<file path="config.mk">
export PLATFORM = sky130hd
export DESIGN_NAME = packet_transmitter
export DESIGN_NICKNAME = d
export VERILOG_FILES = /design/src/rtl/packet_transmitter.sv
export SDC_FILE = /design/constraint.sdc
export NUM_CORES = 1
export LEC_CHECK = 0
export CORE_ASPECT_RATIO = 1.25
export CORE_MARGIN = 5
export CORE_UTILIZATION = 50
export DETAILED_ROUTE_END_ITERATION = 6
export PLACE_DENSITY_LB_ADDON = 0.25
export SYNTH_ARGS = -nofsm -noshare
export SYNTH_HDL_FRONTEND = slang
export SYNTH_SLANG_ARGS = --single-unit
</file>
<file path="constraint.sdc">
create_clock -name clk -period 2.83 [get_ports clk]
set_input_delay 0.283 -clock clk [delete_from_list [all_inputs] [get_ports clk]]
set_output_delay 0.283 -clock clk [all_outputs]
set_load 0.005 [all_outputs]
</file>
<file path="src/rtl/packet_transmitter.sv">
// BLE link-layer packet serialiser: preamble, access address, streamed PDU, CRC-24.
// Whitening of PDU and CRC is built only when PACKET_TX_WHITEN_EN is defined.
//
// state      | meaning
// -----------+---------------------------------------------------------------
// IDLE       | waiting for a legal start; outputs quiet
// PREAMBLE   | 8 alternating bits seeded by acc_addr[31]
// ACCESS     | 32 access-address bits, MSB first; byte prefetch begins
// PDU        | 8*pdu_len bits, each byte MSB first, CRC accumulates
// CRC        | 24 CRC bits, then one extra strobe that raises done
module packet_transmitter #(
    parameter logic [23:0] CRC_POLY    = 24'h00065B,
    parameter logic [23:0] CRC_INIT    = 24'h555555,
    parameter int          PDU_LEN_MAX = 257
) (
    input  logic        clk,
    input  logic        rst,
    input  logic        en,
    input  logic        symbol_clk,
    input  logic        start,
    input  logic [31:0] acc_addr,
    input  logic [5:0]  channel,
    input  logic [8:0]  pdu_len,
    input  logic [7:0]  pdu_data,
    input  logic        pdu_valid,
    output logic        pdu_ready,
    output logic        symbol_out,
    output logic        tx_active,
    output logic        busy,
    output logic        done,
    output logic        underrun
);
    localparam logic [2:0] S_IDLE     = 3'd0;
    localparam logic [2:0] S_PREAMBLE = 3'd1;
    localparam logic [2:0] S_ACCESS   = 3'd2;
    localparam logic [2:0] S_PDU      = 3'd3;
    localparam logic [2:0] S_CRC      = 3'd4;
    localparam logic [8:0] LEN_MAX    = 9'(PDU_LEN_MAX);

    logic [2:0]  state;
    logic [4:0]  bit_cnt;
    logic [8:0]  byte_cnt;
    logic [8:0]  fetch_cnt;
    logic [8:0]  len_q;
    logic [31:0] aa_q;
    logic [23:0] crc;
    logic [7:0]  cur_byte;
    logic [7:0]  fifo [2];
    logic        wr_ptr;
    logic        rd_ptr;
    logic [1:0]  fifo_cnt;

    logic        strobe;
    logic        start_ok;
    logic        push;
    logic        boundary;
    logic        pop;
    logic        starve;
    logic        pdu_bit;
    logic        crc_fb;
    logic [23:0] crc_next;
    logic        white;

    assign strobe    = en && symbol_clk;
    assign busy      = (state != S_IDLE);
    assign start_ok  = en && start && (state == S_IDLE) &&
                       (pdu_len >= 9'd2) && (pdu_len <= LEN_MAX);
    assign pdu_ready = en && ((state == S_ACCESS) || (state == S_PDU)) &&
                       (fifo_cnt != 2'd2) && (fetch_cnt < len_q);
    assign push      = pdu_valid && pdu_ready;
    assign boundary  = strobe && (state == S_PDU) && (bit_cnt[2:0] == 3'd0);
    assign pop       = boundary && (fifo_cnt != 2'd0);
    // A byte arriving on the same cycle as its boundary strobe is too late.
    assign starve    = boundary && (fifo_cnt == 2'd0);
    assign pdu_bit   = (bit_cnt[2:0] == 3'd0) ? fifo[rd_ptr][7] : cur_byte[7];
    assign crc_fb    = crc[23] ^ pdu_bit;
    assign crc_next  = {crc[22:0], 1'b0} ^ (crc_fb ? CRC_POLY : 24'h000000);

`ifdef PACKET_TX_WHITEN_EN
    logic [6:0] lfsr;
    logic       adv_white;

    assign white     = lfsr[0];
    assign adv_white = strobe && (((state == S_PDU) && !starve) ||
                                  ((state == S_CRC) && (bit_cnt != 5'd24)));

    always_ff @(posedge clk) begin
        if (rst) begin
            lfsr <= 7'd0;
        end else if (start_ok) begin
            lfsr <= {1'b1, channel};
        end else if (adv_white) begin
            lfsr <= {lfsr[0], lfsr[6:4], lfsr[3] ^ lfsr[0], lfsr[2:1]};
        end
    end
`else
    logic unused_channel;

    assign white          = 1'b0;
    assign unused_channel = ^channel;
`endif

    always_ff @(posedge clk) begin
        if (push) begin
            fifo[wr_ptr] <= pdu_data;
        end
    end

    always_ff @(posedge clk) begin
        if (rst) begin
            state      <= S_IDLE;
            bit_cnt    <= 5'd0;
            byte_cnt   <= 9'd0;
            fetch_cnt  <= 9'd0;
            len_q      <= 9'd0;
            aa_q       <= 32'd0;
            crc        <= 24'd0;
            cur_byte   <= 8'd0;
            wr_ptr     <= 1'b0;
            rd_ptr     <= 1'b0;
            fifo_cnt   <= 2'd0;
            symbol_out <= 1'b0;
            tx_active  <= 1'b0;
            done       <= 1'b0;
            underrun   <= 1'b0;
        end else begin
            done     <= 1'b0;
            underrun <= 1'b0;
            if (push) begin
                wr_ptr    <= ~wr_ptr;
                fetch_cnt <= fetch_cnt + 9'd1;
            end
            if (pop) begin
                rd_ptr <= ~rd_ptr;
            end
            case ({push, pop})
                2'b10:   fifo_cnt <= fifo_cnt + 2'd1;
                2'b01:   fifo_cnt <= fifo_cnt - 2'd1;
                default: ;
            endcase

            case (state)
                S_IDLE: begin
                    if (start_ok) begin
                        aa_q      <= acc_addr;
                        len_q     <= pdu_len;
                        crc       <= CRC_INIT;
                        bit_cnt   <= 5'd0;
                        byte_cnt  <= 9'd0;
                        fetch_cnt <= 9'd0;
                        state     <= S_PREAMBLE;
                    end
                end
                S_PREAMBLE: begin
                    if (strobe) begin
                        symbol_out <= aa_q[31] ^ bit_cnt[0];
                        tx_active  <= 1'b1;
                        if (bit_cnt == 5'd7) begin
                            bit_cnt <= 5'd0;
                            state   <= S_ACCESS;
                        end else begin
                            bit_cnt <= bit_cnt + 5'd1;
                        end
                    end
                end
                S_ACCESS: begin
                    if (strobe) begin
                        symbol_out <= aa_q[31];
                        aa_q       <= {aa_q[30:0], 1'b0};
                        if (bit_cnt == 5'd31) begin
                            bit_cnt <= 5'd0;
                            state   <= S_PDU;
                        end else begin
                            bit_cnt <= bit_cnt + 5'd1;
                        end
                    end
                end
                S_PDU: begin
                    if (starve) begin
                        state      <= S_IDLE;
                        symbol_out <= 1'b0;
                        tx_active  <= 1'b0;
                        underrun   <= 1'b1;
                        bit_cnt    <= 5'd0;
                        byte_cnt   <= 9'd0;
                        fifo_cnt   <= 2'd0;
                        wr_ptr     <= 1'b0;
                        rd_ptr     <= 1'b0;
                    end else if (strobe) begin
                        symbol_out <= pdu_bit ^ white;
                        crc        <= crc_next;
                        cur_byte   <= (bit_cnt[2:0] == 3'd0) ? {fifo[rd_ptr][6:0], 1'b0}
                                                             : {cur_byte[6:0], 1'b0};
                        if (bit_cnt[2:0] == 3'd7) begin
                            bit_cnt  <= 5'd0;
                            byte_cnt <= byte_cnt + 9'd1;
                            if ((byte_cnt + 9'd1) == len_q) begin
                                state <= S_CRC;
                            end
                        end else begin
                            bit_cnt <= bit_cnt + 5'd1;
                        end
                    end
                end
                S_CRC: begin
                    if (strobe) begin
                        if (bit_cnt == 5'd24) begin
                            state      <= S_IDLE;
                            symbol_out <= 1'b0;
                            tx_active  <= 1'b0;
                            done       <= 1'b1;
                            bit_cnt    <= 5'd0;
                            byte_cnt   <= 9'd0;
                        end else begin
                            symbol_out <= crc[23] ^ white;
                            crc        <= {crc[22:0], 1'b0};
                            bit_cnt    <= bit_cnt + 5'd1;
                        end
                    end
                end
                default: state <= S_IDLE;
            endcase
        end
    end
endmodule

</file>
==> impl_metrics.py <==
metrics = {
    "outcome": {
        "status": "complete, no violations",
    },
    "cells_and_area": {
        "nFillCells": 1038,
        "final_nets": 848,
        "antennaDiodeCount": 0,
        "syn_to_final_growth_pct": 21.1,
        "fin_util_pct": 62.0,
        "finalNonFillerCells": 947,
        "drive_gt1_share_pct": 12.8,
        "fin_area_um2": 7580,
    },
    "grt": {
        "grt_use_total_pct": 20.0,
        "grt_pass1_vias": 5139,
        "antenna_found_initial": 0,
        "grt_max_degree": 83,
        "grt_pass1_wl_um": 24000,
        "grt_overflow": 0,
    },
    "drt": {
        "routed_via_density": 5.62,
        "routed_wl_um": 14300,
        "drt_iter0_drc": 304,
        "wire_per_inst_um": 15.1,
        "dr_total_vias": 5320,
        "drtAntennaViolNets": 0,
        "drc": 0,
        "first_pass_iters": 4,
    },
    "setup_path": {
        "startpoint_type": "register",
        "critPathArrivalTime_ns": 2.31,
        "r2r-start": "fetch_cnt[6]",
        "crit_fanout": 7,
        "cp-end-kind": "output pin",
        "critPathLaunch": "fetch_cnt[6]",
        "worst-setup-path-type": "reg -> out",
        "crit_required_ns": 2.55,
    },
    "synthesis": {
        "synthFlopType": "dfxtp_1",
        "synth_cell_types": 63,
        "synthCells": 721,
        "synth_seq_cells": 122,
        "synth_edf_count": 16,
        "async_reset_ff_share_pct": 0,
        "syn_area_per_cell_um2": 8.68,
        "yosys_warnings": 0,
        "synth-seq-area-share_pct": 41.6,
        "syn_nets": 799,
        "synth_area_um2": 6250,
    },
    "placement": {
        "io_buffers": 60,
        "dp_hpwl_um": 9870,
        "place_area_um2": 6970,
        "routabilityCongestion": 0.919,
        "dp_cells": 914,
    },
    "clock_network": {
        "root_buffer": "clkbuf_16",
        "cts_num_sinks": 122,
        "clk_pin_slew_worst_paths_ns": 0.06,
        "cts_made_buffers": 17,
        "cts_buffer_depth": 2,
        "tritoncts": "built",
        "htree_levels": 4,
        "clk_latency_ns": 0.41,
    },
    "timing": {
        "setup_viol": 0,
        "fin_crit_sh_pct": 91.6,
        "slew_headroom_pct": 39.5,
        "fmax_ghz": 0.386,
        "rsz0062_at_grt": "no",
        "finalSetupTns_ns": 0,
        "slew_viol_final": 0,
        "finalClockSkew_ns": 0.00853,
        "min_period_ns": 2.59,
        "hold_viol": 0,
        "hold_ws_ns": 0.452,
        "worst_slew_pin_slew_ns": 0.907,
    },
    "floorplan": {
        "initial_core_util_pct": 51.2,
        "row_count": 45,
        "core_area_um2": 12200,
        "die_w_um": 110,
        "die-area_um2": 14900,
        "die_height_um": 135,
        "ioPinCount": 67,
    },
    "power_and_ir_drop": {
        "p_leak_uw": 0.00261,
        "power_density_nw_per_um2": 673,
        "vdd_drop_max_v": 0.000398,
    },
    "hold_path": {
        "hp-class": "in -> reg",
        "min_from": "acc_addr[1]",
    },
    "run": {
        "cap_violations": 0,
    },
}
-- metrics by stage --
| stage | total power (uW) | setup slack [ns] |
|---|---|---|
| 2_1_floorplan | 2740 | 0.298 |
| 3_3_place_gp | 2960 | 0.222 |
| 3_5_place_dp | 3000 | 0.145 |
| 4_1_cts | 5130 | 0.215 |
| 5_1_grt | 5330 | 0.0763 |
| 6_report | 5100 | 0.238 |
-- per-layer routing --
layer / share of wire [%] / GRT usage, %
met1: 44 / 23.8
met2: 51 / 34.5
met3: 3.5 / 4.73
met4: 2.0 / 7.21
met5: 0 / 0
-- cells by family (layout without fill, tap and decap cells) --
family,count (synthesis),after routing,synth area share [%]
XOR/XNOR,17,17,2.62
multiplexers,15,15,2.42
adder cells (fa/ha/maj),17,17,3.40
flip-flops,122,122,41.6
AO/OA/AOI/OAI,178,178,22.3
AND/OR/NAND/NOR,303,303,22.4
buffers and inverters,69,131,5.26
-- registers in the layout (all words and copies together), names as in the netlist --
signal and flops:
aa_q 32, crc 24, fifo 16, byte_cnt 9, fetch_cnt 9, len_q 9
cur_byte 7, bit_cnt 5, state 3, fifo_cnt 2, done 1, rd_ptr 1
symbol_out 1, tx_active 1, underrun 1, wr_ptr 1
-- cells in the mapped netlist (14+ instances only) --
cell type / count / share of area, %
a21oi_1: 64 / 5.1
nand2_1: 130 / 7.8
inv_1: 20 / 1.2
a211oi_1: 15 / 1.8
o21ai_0: 30 / 2.4
ha_1: 17 / 3.4
a311oi_2: 28 / 6.7
nand3_1: 21 / 1.7
dfxtp_1: 106 / 34
nor2_1: 78 / 4.7
mux2i_1: 14 / 2.2
edfxtp_1: 16 / 7.7
clkbuf_1: 28 / 1.7
-- power by group --
part	switching [uW]	internal (uW)	total (uW)	leakage, uW
registers	113	1920	2030	0.00100
logic	524	414	937	0.00133
clock network	765	1370	2130	0.000279
-- placed cells by master (no fill, tap or decap), types with 18 or more instances in the layout --
| cell | instances |
|---|---|
| nand2_1 | 130 |
| dfxtp_1 | 103 |
| nor2_1 | 77 |
| a21oi_1 | 64 |
| clkdlybuf4s50_1 | 58 |
| o21ai_0 | 30 |
| a311oi_2 | 28 |
| nand3_1 | 21 |
| inv_1 | 20 |
| buf_4 | 18 |
-- worst paths after layout --
kind                            slack (ns)           to  cells past startpoint
worst min register to register        0.45      crc[11]                      2
worst min-delay path                  0.45      aa_q[1]                      3
worst max-delay path                  0.24    pdu_ready                      8
worst max register to register        0.36  fifo_cnt[1]                     11
-- critical path: stages (launching register included) --
cell           delay (ns)
dfxtp_2              0.34
ha_1                 0.31
a21o_1               0.16
a21o_1               0.17
a211o_1              0.30
a21o_1               0.19
buf_4                0.16
inv_1                0.06
dlygate4sd2_1        0.23
-- cell type report --
class	count	area, um2	share of cell area [%]
multi-input cells	530	3330	44.0
flip-flops and latches	122	2610	34.4
repair buffers	79	764	10.1
clock buffers	22	474	6.26
well taps	164	205	2.71
clock inverters	10	118	1.55
inverters	20	75.1	0.991
-- what timing repair did --
action / CTS / global route
setup buffers: 1 / 0
hold buffers: 0 / 0
gates resized for setup: 4 / 0
setup endpoints to repair: 1 / 0
No activity file was read; power rests on OpenSTA's default activity.
